[config.mk]
export PLATFORM = sky130hd
export DESIGN_NAME = wb_arbiter
export DESIGN_NICKNAME = d
export VERILOG_FILES = /design/src/rtl/wb_arbiter_pkg.sv /design/src/rtl/wb_fifo.sv /design/src/rtl/wb_arbiter.sv
export SDC_FILE = /design/constraint.sdc
export NUM_CORES = 1
export LEC_CHECK = 0
export ABC_AREA = 1
export CORE_UTILIZATION = 38
export DETAILED_ROUTE_END_ITERATION = 8
export SYNTH_ARGS = -nofsm -noshare
export SYNTH_HDL_FRONTEND = slang
export SYNTH_SLANG_ARGS = --single-unit
[constraint.sdc]
create_clock -name clk -period 8.5 [get_ports clk]
set_clock_uncertainty 0.1 [all_clocks]
set_input_delay 0.85 -clock clk [delete_from_list [all_inputs] [get_ports clk]]
set_output_delay 0.85 -clock clk [all_outputs]
set_load 0.01 [all_outputs]
[src/rtl/wb_arbiter_pkg.sv]
// Shared core constants and the writeback source encoding used by the arbiter.
package wb_arbiter_pkg;

  localparam int unsigned CoreW       = 32;
  localparam int unsigned CoreR       = 5;
  localparam int unsigned CoreNumRegs = 32;
  localparam int unsigned X0          = 0;

  typedef enum logic [1:0] {
    SrcNone,
    SrcAlu,
    SrcFifo,
    SrcBypass
  } wb_src_e;

endpackage

[src/rtl/wb_fifo.sv]
// Synchronous FIFO holding MUL/DIV results awaiting a free writeback slot.
module wb_fifo #(
  parameter int unsigned Width = 37,
  parameter int unsigned Depth = 2
) (
  input  logic                       clk_i,
  input  logic                       rst_ni,
  input  logic                       push_i,
  input  logic [Width-1:0]           wdata_i,
  input  logic                       pop_i,
  output logic [Width-1:0]           rdata_o,
  output logic                       full_o,
  output logic                       empty_o,
  output logic [$clog2(Depth+1)-1:0] count_o
);

  localparam int unsigned PtrW = $clog2(Depth);
  localparam int unsigned CntW = $clog2(Depth + 1);

  logic [Width-1:0] mem_q [Depth];
  logic [PtrW-1:0]  wr_ptr_q, rd_ptr_q;
  logic [CntW-1:0]  count_q;
  logic             push_ok, pop_ok;

  assign full_o  = (count_q == CntW'(Depth));
  assign empty_o = (count_q == '0);
  assign count_o = count_q;
  assign rdata_o = mem_q[rd_ptr_q];
  assign push_ok = push_i && !full_o;
  assign pop_ok  = pop_i && !empty_o;

  always_ff @(posedge clk_i) begin
    if (push_ok) begin
      mem_q[wr_ptr_q] <= wdata_i;
    end
  end

  // Depth is a power of two, so pointers wrap naturally.
  always_ff @(posedge clk_i or negedge rst_ni) begin
    if (!rst_ni) begin
      wr_ptr_q <= '0;
      rd_ptr_q <= '0;
      count_q  <= '0;
    end else begin
      if (push_ok) wr_ptr_q <= wr_ptr_q + 1'b1;
      if (pop_ok)  rd_ptr_q <= rd_ptr_q + 1'b1;
      if (push_ok && !pop_ok)      count_q <= count_q + CntW'(1);
      else if (pop_ok && !push_ok) count_q <= count_q - CntW'(1);
    end
  end

endmodule

[src/rtl/wb_arbiter.sv]
// Writeback arbiter: merges ALU and buffered MUL/DIV results into one registered
// regfile write port and tracks in-flight MUL/DIV destinations for hazard stalls.
module wb_arbiter
  import wb_arbiter_pkg::*;
#(
  parameter int unsigned W          = CoreW,
  parameter int unsigned R          = CoreR,
  parameter int unsigned NUM_REGS   = CoreNumRegs,
  parameter int unsigned FIFO_DEPTH = 2,
  parameter int unsigned STARVE_LIM = 4
) (
  input  logic         clk,
  input  logic         a_reset_n,
  input  logic         alu_valid,
  input  logic [R-1:0] alu_rd,
  input  logic [W-1:0] alu_result,
  output logic         alu_stall,
  input  logic         mdu_valid,
  output logic         mdu_ready,
  input  logic [R-1:0] mdu_rd,
  input  logic [W-1:0] mdu_result,
  input  logic         md_issue,
  input  logic [R-1:0] md_issue_rd,
  input  logic [R-1:0] addr1,
  input  logic [R-1:0] addr2,
  input  logic [R-1:0] rd_chk,
  output logic         rs1_busy,
  output logic         rs2_busy,
  output logic         rd_busy,
  output logic [W-1:0] result,
  output logic [R-1:0] rd,
  output logic         useRd_slv
);

  localparam int unsigned CntW = $clog2(FIFO_DEPTH + 1);
  localparam int unsigned SW   = $clog2(STARVE_LIM + 1);
  localparam logic [SW-1:0] LimCnt = SW'(STARVE_LIM);

  logic [CntW-1:0]     fifo_count;
  logic                fifo_full, fifo_empty, fifo_push, fifo_pop;
  logic [R+W-1:0]      fifo_rdata;
  logic [R-1:0]        head_rd;
  logic [W-1:0]        head_data;

  logic                alu_cand, md_keep;
  wb_src_e             src;
  logic [SW-1:0]       starve_q, starve_d;
  logic [NUM_REGS-1:0] pending_q, pending_d;
  logic                wr_en_q, wr_en_d;
  logic [R-1:0]        wr_rd_q, wr_rd_d;
  logic [W-1:0]        wr_data_q, wr_data_d;

  wb_fifo #(
    .Width(R + W),
    .Depth(FIFO_DEPTH)
  ) u_fifo (
    .clk_i  (clk),
    .rst_ni (a_reset_n),
    .push_i (fifo_push),
    .wdata_i({mdu_rd, mdu_result}),
    .pop_i  (fifo_pop),
    .rdata_o(fifo_rdata),
    .full_o (fifo_full),
    .empty_o(fifo_empty),
    .count_o(fifo_count)
  );

  assign {head_rd, head_data} = fifo_rdata;

  assign alu_stall = (fifo_count != '0) && (starve_q == LimCnt);
  assign mdu_ready = !fifo_full;
  assign rs1_busy  = pending_q[addr1];
  assign rs2_busy  = pending_q[addr2];
  assign rd_busy   = pending_q[rd_chk];

  assign useRd_slv = wr_en_q;
  assign rd        = wr_rd_q;
  assign result    = wr_data_q;

  always_comb begin
    alu_cand = alu_valid && (alu_rd != R'(X0));
    // rd==0 handshakes are accepted but never stored or written.
    md_keep  = mdu_valid && !fifo_full && (mdu_rd != R'(X0));

    src = SrcNone;
    if (alu_cand && !alu_stall) src = SrcAlu;
    else if (!fifo_empty)       src = SrcFifo;
    else if (md_keep)           src = SrcBypass;

    fifo_pop  = (src == SrcFifo);
    fifo_push = md_keep && (src != SrcBypass);

    wr_en_d   = (src != SrcNone);
    wr_rd_d   = wr_rd_q;
    wr_data_d = wr_data_q;
    unique case (src)
      SrcAlu: begin
        wr_rd_d   = alu_rd;
        wr_data_d = alu_result;
      end
      SrcFifo: begin
        wr_rd_d   = head_rd;
        wr_data_d = head_data;
      end
      SrcBypass: begin
        wr_rd_d   = mdu_rd;
        wr_data_d = mdu_result;
      end
      default: ;
    endcase

    starve_d = starve_q;
    if (fifo_empty || fifo_pop) begin
      starve_d = '0;
    end else if (src == SrcAlu && starve_q != LimCnt) begin
      starve_d = starve_q + SW'(1);
    end

    // Clear first so a same-cycle issue to the same register wins.
    pending_d = pending_q;
    if (src == SrcFifo)        pending_d[head_rd] = 1'b0;
    else if (src == SrcBypass) pending_d[mdu_rd]  = 1'b0;
    if (md_issue && (md_issue_rd != R'(X0))) pending_d[md_issue_rd] = 1'b1;
    pending_d[X0] = 1'b0;
  end

  always_ff @(posedge clk or negedge a_reset_n) begin
    if (!a_reset_n) begin
      wr_en_q   <= 1'b0;
      wr_rd_q   <= '0;
      wr_data_q <= '0;
      starve_q  <= '0;
      pending_q <= '0;
    end else begin
      wr_en_q   <= wr_en_d;
      wr_rd_q   <= wr_rd_d;
      wr_data_q <= wr_data_d;
      starve_q  <= starve_d;
      pending_q <= pending_d;
    end
  end

endmodule

# Word-level counts from Yosys, hierarchy flattened
# Memory sizes are Yosys's and may differ from the RTL's.
# Cells that the tools add are included.
dict set report op_classes {
  reduce_logical 30
  n_lt_le_gt_ge 9
  n_bitwise 5
  addsub 5
  muxes 26
  eq_ne 7
}
# op n
set op_table {}
lappend op_table {{32-bit 2-to-1 mux} 3}
lappend op_table {{32-bit one-hot mux with 3 select lines} 1}
lappend op_table {{32-bit AND} 2}
lappend op_table {{32-bit inverter} 2}
lappend op_table {{5-bit by 6-bit less-than comparator with 1-bit output (second input constant)} 6}
lappend op_table {{32-bit OR} 1}
lappend op_table {{1-bit binary-select mux with 5-bit select} 3}
lappend op_table {{1-bit demux with 5-bit select} 3}
lappend op_table {{5-bit by 1-bit greater-or-equal comparator with 1-bit output (second input constant)} 3}
lappend op_table {{1-bit logical AND} 15}
lappend op_table {{5-bit one-hot mux with 3 select lines} 1}
lappend op_table {{5-bit nonzero test} 3}
lappend op_table {{2-bit 2-to-1 mux} 5}
lappend op_table {{1-bit 2-to-1 mux} 8}
lappend op_table {{2-bit nonzero test} 4}
lappend op_table {{2-bit equality test (second input constant)} 3}
lappend op_table {{3-bit 2-to-1 mux} 2}
lappend op_table {{1-bit logical NOT} 5}
lappend op_table {{3-bit by 1-bit adder with 3-bit output (second input constant)} 1}
lappend op_table {{3-bit equality test (second input constant)} 1}
lappend op_table {{3-bit != test (second input constant)} 1}
lappend op_table {{3-bit nonzero test} 1}
lappend op_table {{1-bit adder (second input constant)} 2}
lappend op_table {{2-bit by 1-bit adder with 2-bit output (second input constant)} 1}
lappend op_table {{5 further kinds} 5}
dict set report word_totals {
  inputBits 99
  out_inout_bits 43
  elab_cells 91
  ram_bits 74
  regBits 76
  n_memories 1
}
# name depth width rd rd_ports_with_merged_regs wr line_no
set mem_list {}
lappend mem_list {u_fifo.mem_q 2 37 1 0 1 wb_fifo.sv:20} ;# logic [Width-1:0] mem_q [Depth];

# Logic depth before layout (Yosys ltp)
# Gate-level depths: netlist (run 1).
dict set report depth {
  ltp_word 14
  mapped_depth 13
  ltp_nobuf 13
}

# Hierarchy
# A second synthesis (run 1) with hierarchy kept.
dict set report unflattened {
  cells_unflattened 1129
  hier_area_um2 8433.1
}
# module area_each_um2 instances cells_each seq_area_each_um2
set modules_own_cells {}
lappend modules_own_cells {wb_arbiter 5490.3 1 904 1801.7}
lappend modules_own_cells {wb_fifo 2942.8 1 225 2322.2}

# Worst setup path after synthesis (run 1)
# No wires, ideal clock.
dict set report synth_timing {
  kind {input-to-reg}
  from {input mdu_rd[0]}
  to {memory u_fifo.mem_q[1][0], enable pin}
  n_path_buf 0
  cell_stages 7
  setup_ns 0.433
  required_time_ns 7.967
  setup_slack_ns 4.965
  arrival_time_ns 3.003
  cell_sequence {nor2_1 nand3_1 nand2_1 nor2_2 nand2_1 nand2_1 nor2_1}
}
dict set report synth_via {
  elab_chain_len 10
}
# element line_no
set synth_rtl {}
lappend synth_rtl {{start, declared} wb_arbiter.sv:20} ;# input logic [R-1:0] mdu_rd,
lappend synth_rtl {{5-bit nonzero test *} wb_arbiter.sv:83} ;# md_keep = mdu_valid && !fifo_full && (mdu_rd != R'(X0));
lappend synth_rtl {{1-bit logical AND *} wb_arbiter.sv:83}
lappend synth_rtl {{2-bit 2-to-1 mux} wb_arbiter.sv:88} ;# else if (md_keep) src = SrcBypass;
lappend synth_rtl {{2-bit 2-to-1 mux} wb_arbiter.sv:87} ;# else if (!fifo_empty) src = SrcFifo;
lappend synth_rtl {{2-bit 2-to-1 mux} wb_arbiter.sv:86} ;# if (alu_cand && !alu_stall) src = SrcAlu;
lappend synth_rtl {{2-bit != test} wb_arbiter.sv:91} ;# fifo_push = md_keep && (src != SrcBypass);
lappend synth_rtl {{1-bit logical AND *} wb_arbiter.sv:91}
lappend synth_rtl {{1-bit logical AND *} wb_fifo.sv:29} ;# assign push_ok = push_i && !full_o;
lappend synth_rtl {{1-bit 2-to-1 mux *} wb_fifo.sv:33} ;# if (push_ok) begin
lappend synth_rtl {{1-bit 2-to-1 mux (not written as such) *} wb_fifo.sv:34} ;# mem_q[wr_ptr_q] <= wdata_i;
lappend synth_rtl {{end, declared} wb_fifo.sv:20}
# Mark *: on every way between the ends. The rest lies on a longest branch, timed or not.

# Worst setup path in the final report (run 1)
dict set report layout_timing {
  from {input mdu_rd[0]}
  to {memory u_fifo.mem_q[1][7], enable pin}
}
# The elaborated chain is that of the path after synthesis.

==> metrics.md, run 1 <==
| Metric | Value |
|---|---|
| Req. time, crit path | approximately 8500 ps |
| Final HPWL DP | 16,410 microns |
| Post-CTS Hold Fix Bufs | 0 |
| Worst Path Buf+Inv | 4 |
| DRC Markers | 0 |
| Period utilization | 0.5135 |
| Mean Syn Cell Area | about 7.6 sq um |
| CP max stage cell | nand2_1 |
| Ys Warns | 0 |
| Yosys top cell area share | 0.2705 |
| Post CTS Setup Buffer Count | 0 |
| Power per cell area | approximately 300 nW/um^2 |
| Worst-margin pin slew | 1037 ps |
| Register share of total power | 0.382 |
| Sequential area share after synthesis | 0.5020 |
| Cell taking the most area after synthesis | edfxtp_1 |
| Startpoint types | primary input |
| Synth unique cells | 28 |
| Fmax | 229.1 MHz |
| Final Hold Fails | 0 |
| CP max stage delay | 570 ps |
| Power share of the combinational group | 0.379 |
| DRT iter0 DRCs | between 500 and 600 |
| CTS tree | yes |
| 1st-pass router iterations | 8 |
| CP Max Fanout | 40 |
| Critical path type | primary input to flip-flop |
| Rows | 53 |
| Die area | around 22,000 sq um |
| Total core area | around 21,000 sq um |
| Antenna Violating Nets Remaining | 0 |
| Layout cells sized above 1 | 0.05058 |
| Clock Power Share | 0.240 |
| Overall Power | ~3200 uW |
| Most used flip-flop cell after synthesis | dfrtp_1 |
| GPL Wtd Cong | 0.8546 |
| Setup violators final | 0 |
| Routed length per placed instance | 16.60 microns |
| Worst path cell trace | clkdlybuf4s50_1, nor2_1, nand3_1, nand2_1, buf_4, nor2_4, buf_4, nand2_1, nand2_1, nor2_4, buf_4 |
| Fin Setup TNS | 0 ps |
| Clock sinks | 150 |
| IO Count | 142 |
| RSZ-0062 raised after global routing | false |
| Layout Nets | around 1.3k |
| Vias | ~7.6k |
| Worst-Skew Late Latency | 420 ps |
| #FFs+latches synth | 150 |
| Synth async-reset ratio | 0.5067 |
| Critical path depth | 11 |
| Max Cap Viol | 0 |
| Vias in the first global route | between 7k and 8k |
| CTS buffer count | 17 |
| Net Sw Frac | 0.3971 |
| CTS max path bufs | 2 |
| Vias per Instance | ~5.2 |
| Antenna Cells | 0 |
| Starting Density | 0.3896 |
| Area delta synth->final | 26.85% |
| Post-cts sizing count | 0 |
| Clock period minus worst slack | approximately 4400 ps |
| Net switching power | roughly 1300 uW |
| Hold WC Path Type | primary input to asynchronous set/reset pin |
| Die width | roughly 150 microns |
| Arrival time at the worst endpoint | 4350 ps |
| H-tree levels | 4 |
| Synth Instances | ~1.1k |
| Slew HR | 0.3085 |
| Die height | between 100 and 150 microns |
| Total gr overflow | 0 |
| First-pass GRT wire length | roughly 39,000 microns |
| CTS Root Cell | clkbuf_16 |
| Outcome | completed |
| Register-to-Register Path Depth | 11 |
| Slew Viols, Final | 0 |
| Cell family with most CP delay | simple AND/OR/NAND/NOR gates |
| Ranking of synthesized cells by area | edfxtp_1, dfrtp_1, nand2_1, nand3_1, nand4_1 |
| PortBufs | 141 |
| WL final | about 25,000 microns |
| Initial antenna violation count | 0 |
| Mapped Nets | approximately 1.2k |
| Post-Syn Area | a little over 8000 sq um |
| Leakage | approximately 0.0046 uW |
| Number of synthesized flops with an enable pin | 74 |
| Pint | roughly 1900 uW |
| Overall routing resource usage | 0.2288 |
| Clk pin slew, worst setup/hold paths | around 60 ps |
| CP endpoint kind | flip-flop |
| Fill count | 2,077 |
| Largest net degree at the start of global routing | just under 90 |
| Peak supply drop | 0.2021 mV |
==> per-stage QoR <==
stage | instance area (sq um) | util | hold WS (ps) | std cells | worst slack (ps)
after CTS | 10420 | 0.4942 | 91.10 | 1481 | 4153
after detailed placement | 9829 | 0.4661 | 349.5 | 1449 | 3716
final | 10420 | 0.4942 | 109.9 | 1481 | 4136
after floorplan | 8215 | - | 330.5 | 1077 | 4965
after global routing | 10420 | 0.4942 | 95.95 | 1481 | 3900
after global placement | 9829 | 0.4661 | 351.7 | 1449 | 3797
==> Yosys cell counts, types with 2 or more instances <==
master / n
nand2_1: 449
nand3_1: 173
inv_1: 83
dfrtp_1: 76
edfxtp_1: 74
nand4_1: 74
nor2_1: 44
buf_2: 26
clkbuf_1: 20
nor3_1: 12
buf_1: 8
nor2_4: 6
nor2_2: 5
o21ai_0: 4
a21oi_1: 3
ha_1: 3
o211ai_1: 3
xnor2_1: 3
a21boi_1: 2
==> placed cells by master, fill, tap and decap left out, drive strengths merged, types with 2 or more instances in the layout <==
cell type,synthesis,final
buf,36,13
dfrtp,76,76
ha,3,3
bufinv,0,2
xnor2,3,3
nand2,450,450
a21boi,4,4
edfxtp,74,74
clkdlybuf4s50,0,140
a21oi,3,3
nand3,173,173
clkinv,0,4
clkbuf,20,18
nor3,12,12
nor2,55,55
o211ai,3,3
o21ai,4,4
inv,84,91
nand4,74,74
==> state kept, by name (all words and copies together) (netlist names) <==
signal           flops
pending_q           31
u_fifo.rd_ptr_q      1
u_fifo.count_o       2
u_fifo.wr_ptr_q      1
result              32
u_fifo.mem_q        74
rd                   5
starve_q             3
useRd_slv            1
==> metal layers <==
layer  vias up  GRT usage  share of wire
met5         -          0              0
met4         0    0.05816          0.011
met3        25    0.04312          0.070
met2       279     0.3537           0.46
met1      3568     0.3284           0.46
li1       3777          -              -
==> cells by family after synthesis <==
| family | after synthesis | synth area share |
|---|---|---|
| buffers and inverters | 140 | 0.06930 |
| AND/OR/NAND/NOR | 766 | 0.4088 |
| XOR/XNOR | 4 | 0.004265 |
| AO/OA/AOI/OAI | 14 | 0.01112 |
| flip-flops | 150 | 0.5020 |
| adder cells (fa/ha/maj) | 3 | 0.004569 |
==> final timing paths <==
kind                              startpoint                 end  slack, ps
setup reg to reg           u_fifo.count_o[1]   u_fifo.count_o[1]       4560
max in group asynchronous          a_reset_n         starve_q[2]       7010
setup / recovery                   mdu_rd[0]  u_fifo.mem_q[1][7]       4140
hold / removal                     a_reset_n       pending_q[10]        110
min in group clk                 starve_q[0]         starve_q[0]        360
hold reg to reg                  starve_q[0]         starve_q[0]        360
==> power groups by stage <==
stage	Combinational [uW]	Sequential, uW	Clock (uW)
2_1_floorplan	708	1190	0
3_3_place_gp	1190	1220	0
3_5_place_dp	1210	1220	0
4_1_cts	1210	1210	773
5_1_grt	1340	1230	801
6_report	1200	1210	760
==> worst reg2reg max path: stages (launching register included) <==
cell,delay [ps]
dfrtp_1,470
nor2_4,60
buf_4,290
nor2_2,190
nor2_1,80
nand2_4,460
buf_4,830
nand2_1,480
ha_1,440
a21oi_1,140
o21ai_0,140
xnor2_1,140
==> layout make-up <==
type	instances	area, sq um	share of cell area
flip-flops and latches	150	4124	0.3957
inverters	84	315.3	0.03026
clock buffers	18	429.2	0.04118
multi-input cells	787	3547	0.3404
repair buffers	153	1499	0.1438
well taps	275	344.1	0.03302
clock inverters	14	162.7	0.01561
Note: power is estimated with default switching activity, not from simulation.
==> run 2, diff against run 1 <==
Clock period 8.5 ns to 3.5 ns, I/O delays scaled along.
==> run 2 against run 1 <==
Against the previous run: critical path depth down 1; design area increased by 1.1%; via count is 1.1% higher; die area is the same; global-route usage rose by 0.28 points; core utilization is 0.53 points higher; clock-buffer cell count is the same; sequential power rose by 140%; cell count is 0.61% higher; critical endpoint is now rs2_busy; register-to-register slack lost 3800 ps; first-iteration DRC count rose by 7.6%; setup slack worse by 3500 ps.
==> metrics.md, run 2 (synthesis gave the netlist of run 1 again) <==
| Metric | Value |
|---|---|
| Worst-Skew Late Latency | about 430 ps |
| Overall Power | 7817 uW |
| WL final | ~25,000 microns |
| Peak supply drop | about 0.4 mV |
| Layout cells sized above 1 | 0.05684 |
| Die width | around 150 microns |
| Pre-CTS WS | around 470 ps |
| Outcome | completed |
| First-pass GRT wire length | 39,670 microns |
| Total gr overflow | 0 |
| Clk pin slew, worst setup/hold paths | 60 ps |
| Startpoint types | primary input |
| Top reg by flops | u_fifo.mem_q |
| Die height | between 100 and 150 microns |
| Req. time, crit path | between 3000 and 4000 ps |
| Initial antenna violation count | 1 |
| RSZ-0062 raised after global routing | false |
| CTS Root Cell | clkbuf_16 |
| Most common cell after layout, fill and taps aside | nand2_1 |
| DRC Markers | 0 |
| Period utilization | 0.8076 |
| Setup violators final | 0 |
| Fmax | between 300 and 400 MHz |
| R2r setup slk | about 730 ps |
| Final HPWL DP | about 17,000 microns |
| Max Cap Viol | 0 |
| Reg-to-reg critical path endpoint | u_fifo.count_o[1] |
| Clock period minus worst slack | 2827 ps |
| Arrival time at the worst endpoint | roughly 2400 ps |
| Worst path cell trace | clkdlybuf4s50_1, inv_1, nand3_1, nand3_1, nand2_1, nand2_1, nand2_1, nand2_1, nand2_1, clkdlybuf4s50_1 |
| Worst-margin pin slew | roughly 1100 ps |
| Routed length per placed instance | ~17 microns |
| Overall routing resource usage | 0.2316 |
| Rows | 53 |
| Worst r2r src | starve_q[0] |
| Die area | approximately 22,000 sq um |
| CP Max Fanout | 9 |
| IO Count | between 100 and 150 |
| Commonest non-fill, non-tap cells in the layout | nand2_1, nand3_1, clkdlybuf4s50_1 |
| Slew Viols, Final | 0 |
| Worst Path Buf+Inv | 3 |
| Max reg flops | 74 |
| Post-CTS Hold Fix Bufs | 0 |
| DRT iter0 DRCs | around 610 |
| Power per cell area | 742.2 nW/um^2 |
| Critical Path Source | addr2[1] |
| Final worst slack | a little under 700 ps |
| Vias in the first global route | between 7k and 8k |
| Critical path type | primary input to primary output |
| CP max stage cell | clkdlybuf4s50_1 |
| Area delta synth->final | 28.21% |
| CP max stage delay | 710 ps |
| Hold WC Path Type | primary input to asynchronous set/reset pin |
| Post-cts sizing count | 0 |
| 1st-pass router iterations | 5 |
| CP endpoint kind | primary output |
| Critical path depth | 10 |
| Register-to-Register Path Depth | 12 |
| Clock sinks | 150 |
| Total core area | roughly 21,000 sq um |
| H-tree levels | 4 |
| CTS max path bufs | 2 |
| Final Hold Fails | 0 |
| CP most frequent cell | nand2_1 |
| GPL Wtd Cong | around 0.86 |
| Vias per Instance | about 5.2 |
| Antenna Violating Nets Remaining | 0 |
| Slew HR | 0.2724 |
| Layout Nets | around 1.3k |
| Largest net degree at the start of global routing | roughly 150 |
| CTS buffer count | 17 |
| PortBufs | 141 |
| Post CTS Setup Buffer Count | 0 |
| CTS tree | yes |
| Vias | about 7.7k |
| End of the critical path | rs2_busy |
| Leakage | roughly 0.0047 uW |
| Cell family with most CP delay | buffers and inverters |
| Fin Setup TNS | 0 ps |
| Starting Density | 0.3896 |
[run 2: layout make-up]
cell class                 instances  area [sq um]
antenna                            1         2.502
multi-input combinational        787          3547
clock inverter                    14         177.7
sequential                       150          4124
inverter                          84         315.3
clock buffer                      18         450.4
fill                            2072         10560
timing repair buffer             161          1572
tap                              275         344.1
[run 2: through the flow]
step                utilization  area, sq um  hold slack, ps  cells
finish                   0.4995        10530           10.76   1490
CTS                      0.4993        10530           65.58   1489
global placement         0.4696         9902           346.7   1457
global route             0.4995        10530           115.8   1490
floorplan                     -         8215          -45.59   1077
detailed placement       0.4696         9902           355.0   1457
[run 2: power by group]
part           internal [uW]  leakage (uW)  total [uW]  switching [uW]
logic                   1110       0.00274        2940            1840
registers               2480       0.00160        2940             459
clock network           1130      0.000310        1940             808
total                   4720       0.00465        7820            3100
[run 2: worst min-delay path by stage]
stage	startpoint	endpoint	cells after the start
2_1_floorplan	a_reset_n	pending_q[10]	0
3_3_place_gp	starve_q[0]	starve_q[0]	1
3_5_place_dp	starve_q[0]	starve_q[0]	1
4_1_cts	a_reset_n	pending_q[7]	1
5_1_grt	a_reset_n	pending_q[18]	1
6_report	a_reset_n	pending_q[18]	1
[run 2: per-layer routing]
layer | up-vias | routed length, microns | part of all wire | GRT usage
met3 | 12 | 1931 | 0.077 | 0.03945
met4 | 0 | 149 | 0.0060 | 0.05714
li1 | 3799 | - | - | -
met1 | 3625 | 11450 | 0.46 | 0.3383
met2 | 297 | 11400 | 0.46 | 0.3551
met5 | - | 0 | 0 | 0
[run 2: worst register-to-register path, cell delays in order (launching register included)]
cell and delay, ps:
dfrtp_1 390, inv_1 60, ha_1 140, nand2_1 70
nor2_2 140, nor2_1 80, nand2_4 80, buf_12 420
nand2_1 370, ha_1 410, a21oi_1 120, o21ai_0 110
xnor2_1 140
==> run 3, diff against run 2 <==
Clock period 3.5 ns to 2.36 ns, I/O delays scaled along.
==> run 3 against run 2 <==
Against the previous run: core utilization increased by 1.9 points; critical path depth decreased by 1; setup slack got worse by 560 ps; clock power increased by 43%; register-to-register slack got worse by 520 ps; sequential share of layout area decreased by 1.3 points; clock-buffer cell count unchanged; critical endpoint is now rs1_busy; largest cell class unchanged; cell count increased by 2.2%.
==> metrics.md, run 3 (synthesis gave the netlist of run 1 again) <==
| Metric | Value |
|---|---|
| Outcome | completed |
| Arrival time at the worst endpoint | 1910 ps |
| Power share of the combinational group | 0.390 |
| Rows | 53 |
| DRC Markers | 0 |
| Clock period minus worst slack | 2247 ps |
| Die area | 22,210 sq um |
| Critical path type | flip-flop to primary output |
| Peak supply drop | a little over 0.6 mV |
| Layout cells sized above 1 | 0.09215 |
| Register-to-Register Path Depth | 9 |
| CTS tree | yes |
| CTS max path bufs | 2 |
| 1st-pass router iterations | 5 |
| Final instance area | between 10,000 and 15,000 sq um |
| Vias per Instance | 5.166 |
| Slew Viols, Final | 0 |
| Commonest non-fill, non-tap cells in the layout | nand2_1, nand3_1, clkdlybuf4s50_1 |
| Power per cell area | 1079 nW/um^2 |
| Clk pin slew, worst setup/hold paths | approximately 60 ps |
| Final Hold Fails | 0 |
| Uppermost layer routed | met4 |
| R2r setup slk | 210 ps |
| Period utilization | 0.9522 |
| CTS buffer count | 17 |
| Most common cell after layout, fill and taps aside | nand2_1 |
| Met3 Routed Length | 1426 microns |
| Die width | 149.0 microns |
| Hold WC Path Type | primary input to asynchronous set/reset pin |
| Total core area | around 21,000 sq um |
| Initial antenna violation count | 0 |
| First-pass GRT wire length | slightly above 40,000 microns |
| Max Cap Viol | 0 |
| Die height | about 150 microns |
| Register share of total power | 0.375 |
| Startpoint types | flip-flop |
| WL final | ~25,000 microns |
| IO Count | 142 |
| Fin Setup TNS | 0 ps |
| CTS Root Cell | clkbuf_16 |
| Total gr overflow | 0 |
| Finished Layout Cells | 1,523 |
| Worst-margin pin slew | 656.2 ps |
| WL met1 | 11,640 microns |
| Antenna Cells | 0 |
| Req. time, crit path | ~2000 ps |
| Clock sinks | 150 |
| Max reg flops | 74 |
| RSZ-0062 raised after global routing | false |
| Worst r2r src | u_fifo.rd_ptr_q |
| Area after DPL | approximately 10,000 sq um |
| Met2 wire length | between 10,000 and 15,000 microns |
| Fmax | 445.0 MHz |
| Pint | ~7100 uW |
| CP endpoint kind | primary output |
| Overall routing resource usage | 0.2390 |
| Antenna Violating Nets Remaining | 0 |
| Largest net degree at the start of global routing | 75 |
| Routed length per placed instance | ~17 microns |
| GPL Wtd Cong | between 0.9 and 1 |
| Final HPWL DP | around 17,000 microns |
| Vias in the first global route | between 7k and 8k |
| Area delta synth->final | 33.03% |
| Reg-to-reg critical path endpoint | pending_q[4] |
| Placed cells | between 1k and 1.5k |
| H-tree levels | 4 |
| Layout Nets | 1,337 |
| Setup violators final | 0 |
| Slew HR | 0.5592 |
| CP Max Fanout | 4 |
| Top reg by flops | u_fifo.mem_q |
| Net switching power | around 4700 uW |
| Leakage | about 0.005 uW |
| Vias | a little under 8k |
| Starting Density | 0.3896 |
| PortBufs | between 100 and 150 |
| Clock Power Share | 0.235 |
| Net Sw Frac | 0.3948 |
| DRT iter0 DRCs | 566 |
| Worst-Skew Late Latency | ~420 ps |
-- run 3: cell types whose count changed in the layout (fill, tap and decap cells not counted), moves of 4 or more --
cell             change
dfrtp_2              +9
dfrtp_1              -9
buf_12              +11
buf_4               +19
clkdlybuf4s50_1      -4
dlymetal6s2s_1       +4
-- run 3: per-layer routing --
layer / up-vias / track usage
li1: 3867 / -
met1: 3726 / 0.3368
met2: 256 / 0.3809
met3: 19 / 0.03731
met4: 0 / 0.06480
met5: - / 0
-- run 3: area by class of cell --
class / instances / area, sq um
Clock buffer: 18 / 429.2
Clock inverter: 14 / 166.4
Fill cell: 2000 / 10160
Inverter: 84 / 315.3
Multi-Input combinational cell: 787 / 3551
Sequential cell: 150 / 4135
Tap cell: 275 / 344.1
Timing Repair Buffer: 195 / 1988
-- run 3: worst max-delay path by stage --
stage	start	end	slack, ps	depth (start not counted)
floorplan	starve_q[0]	u_fifo.mem_q[1][0]	-270	9
global placement	alu_rd[4]	result[21]	-50	8
detailed placement	alu_rd[4]	result[11]	-10	8
CTS	rd_chk[0]	rd_busy	20	12
global route	pending_q[10]	rs1_busy	4	9
finish	pending_q[10]	rs1_busy	110	9
-- run 3: worst max-delay path, cell delays in order (launching register included) --
cell and delay [ps]:
dfrtp_1 460, nand2_1 90, nand3_1 70, nand3_1 70, nand2_1 80, nand2_1 50
nand2_1 60, nand2_1 40, nand2_1 40, clkdlybuf4s50_1 520
-- run 3: what timing repair did --
action                                  CTS  global route
hold buffers                              1             0
gates resized for setup                   0            21
setup buffers                             0             1
endpoints found under the setup margin    0            36
endpoints found under the hold margin    48             0
-- run 3: power groups by stage --
stage,Combinational [uW],Sequential [uW],Clock (uW)
floorplan,2550,4280,0
global placement,4540,4420,0
detailed placement,4590,4430,0
CTS,4610,4390,2800
global route,5140,4510,2930
finish,4600,4420,2770
-- run 3: through the flow --
stage | power (uW) | setup slack, ps | hold slack [ps] | util
after floorplan | 6830 | -265.2 | -159.6 | -
after global placement | 8951 | -54.79 | 88.19 | 0.4875
after detailed placement | 9011 | -13.99 | 85.20 | 0.4875
after CTS | 11810 | 23.74 | 192.4 | 0.5162
after global routing | 12580 | 3.895 | 217.4 | 0.5183
final | 11790 | 112.7 | 186.2 | 0.5183
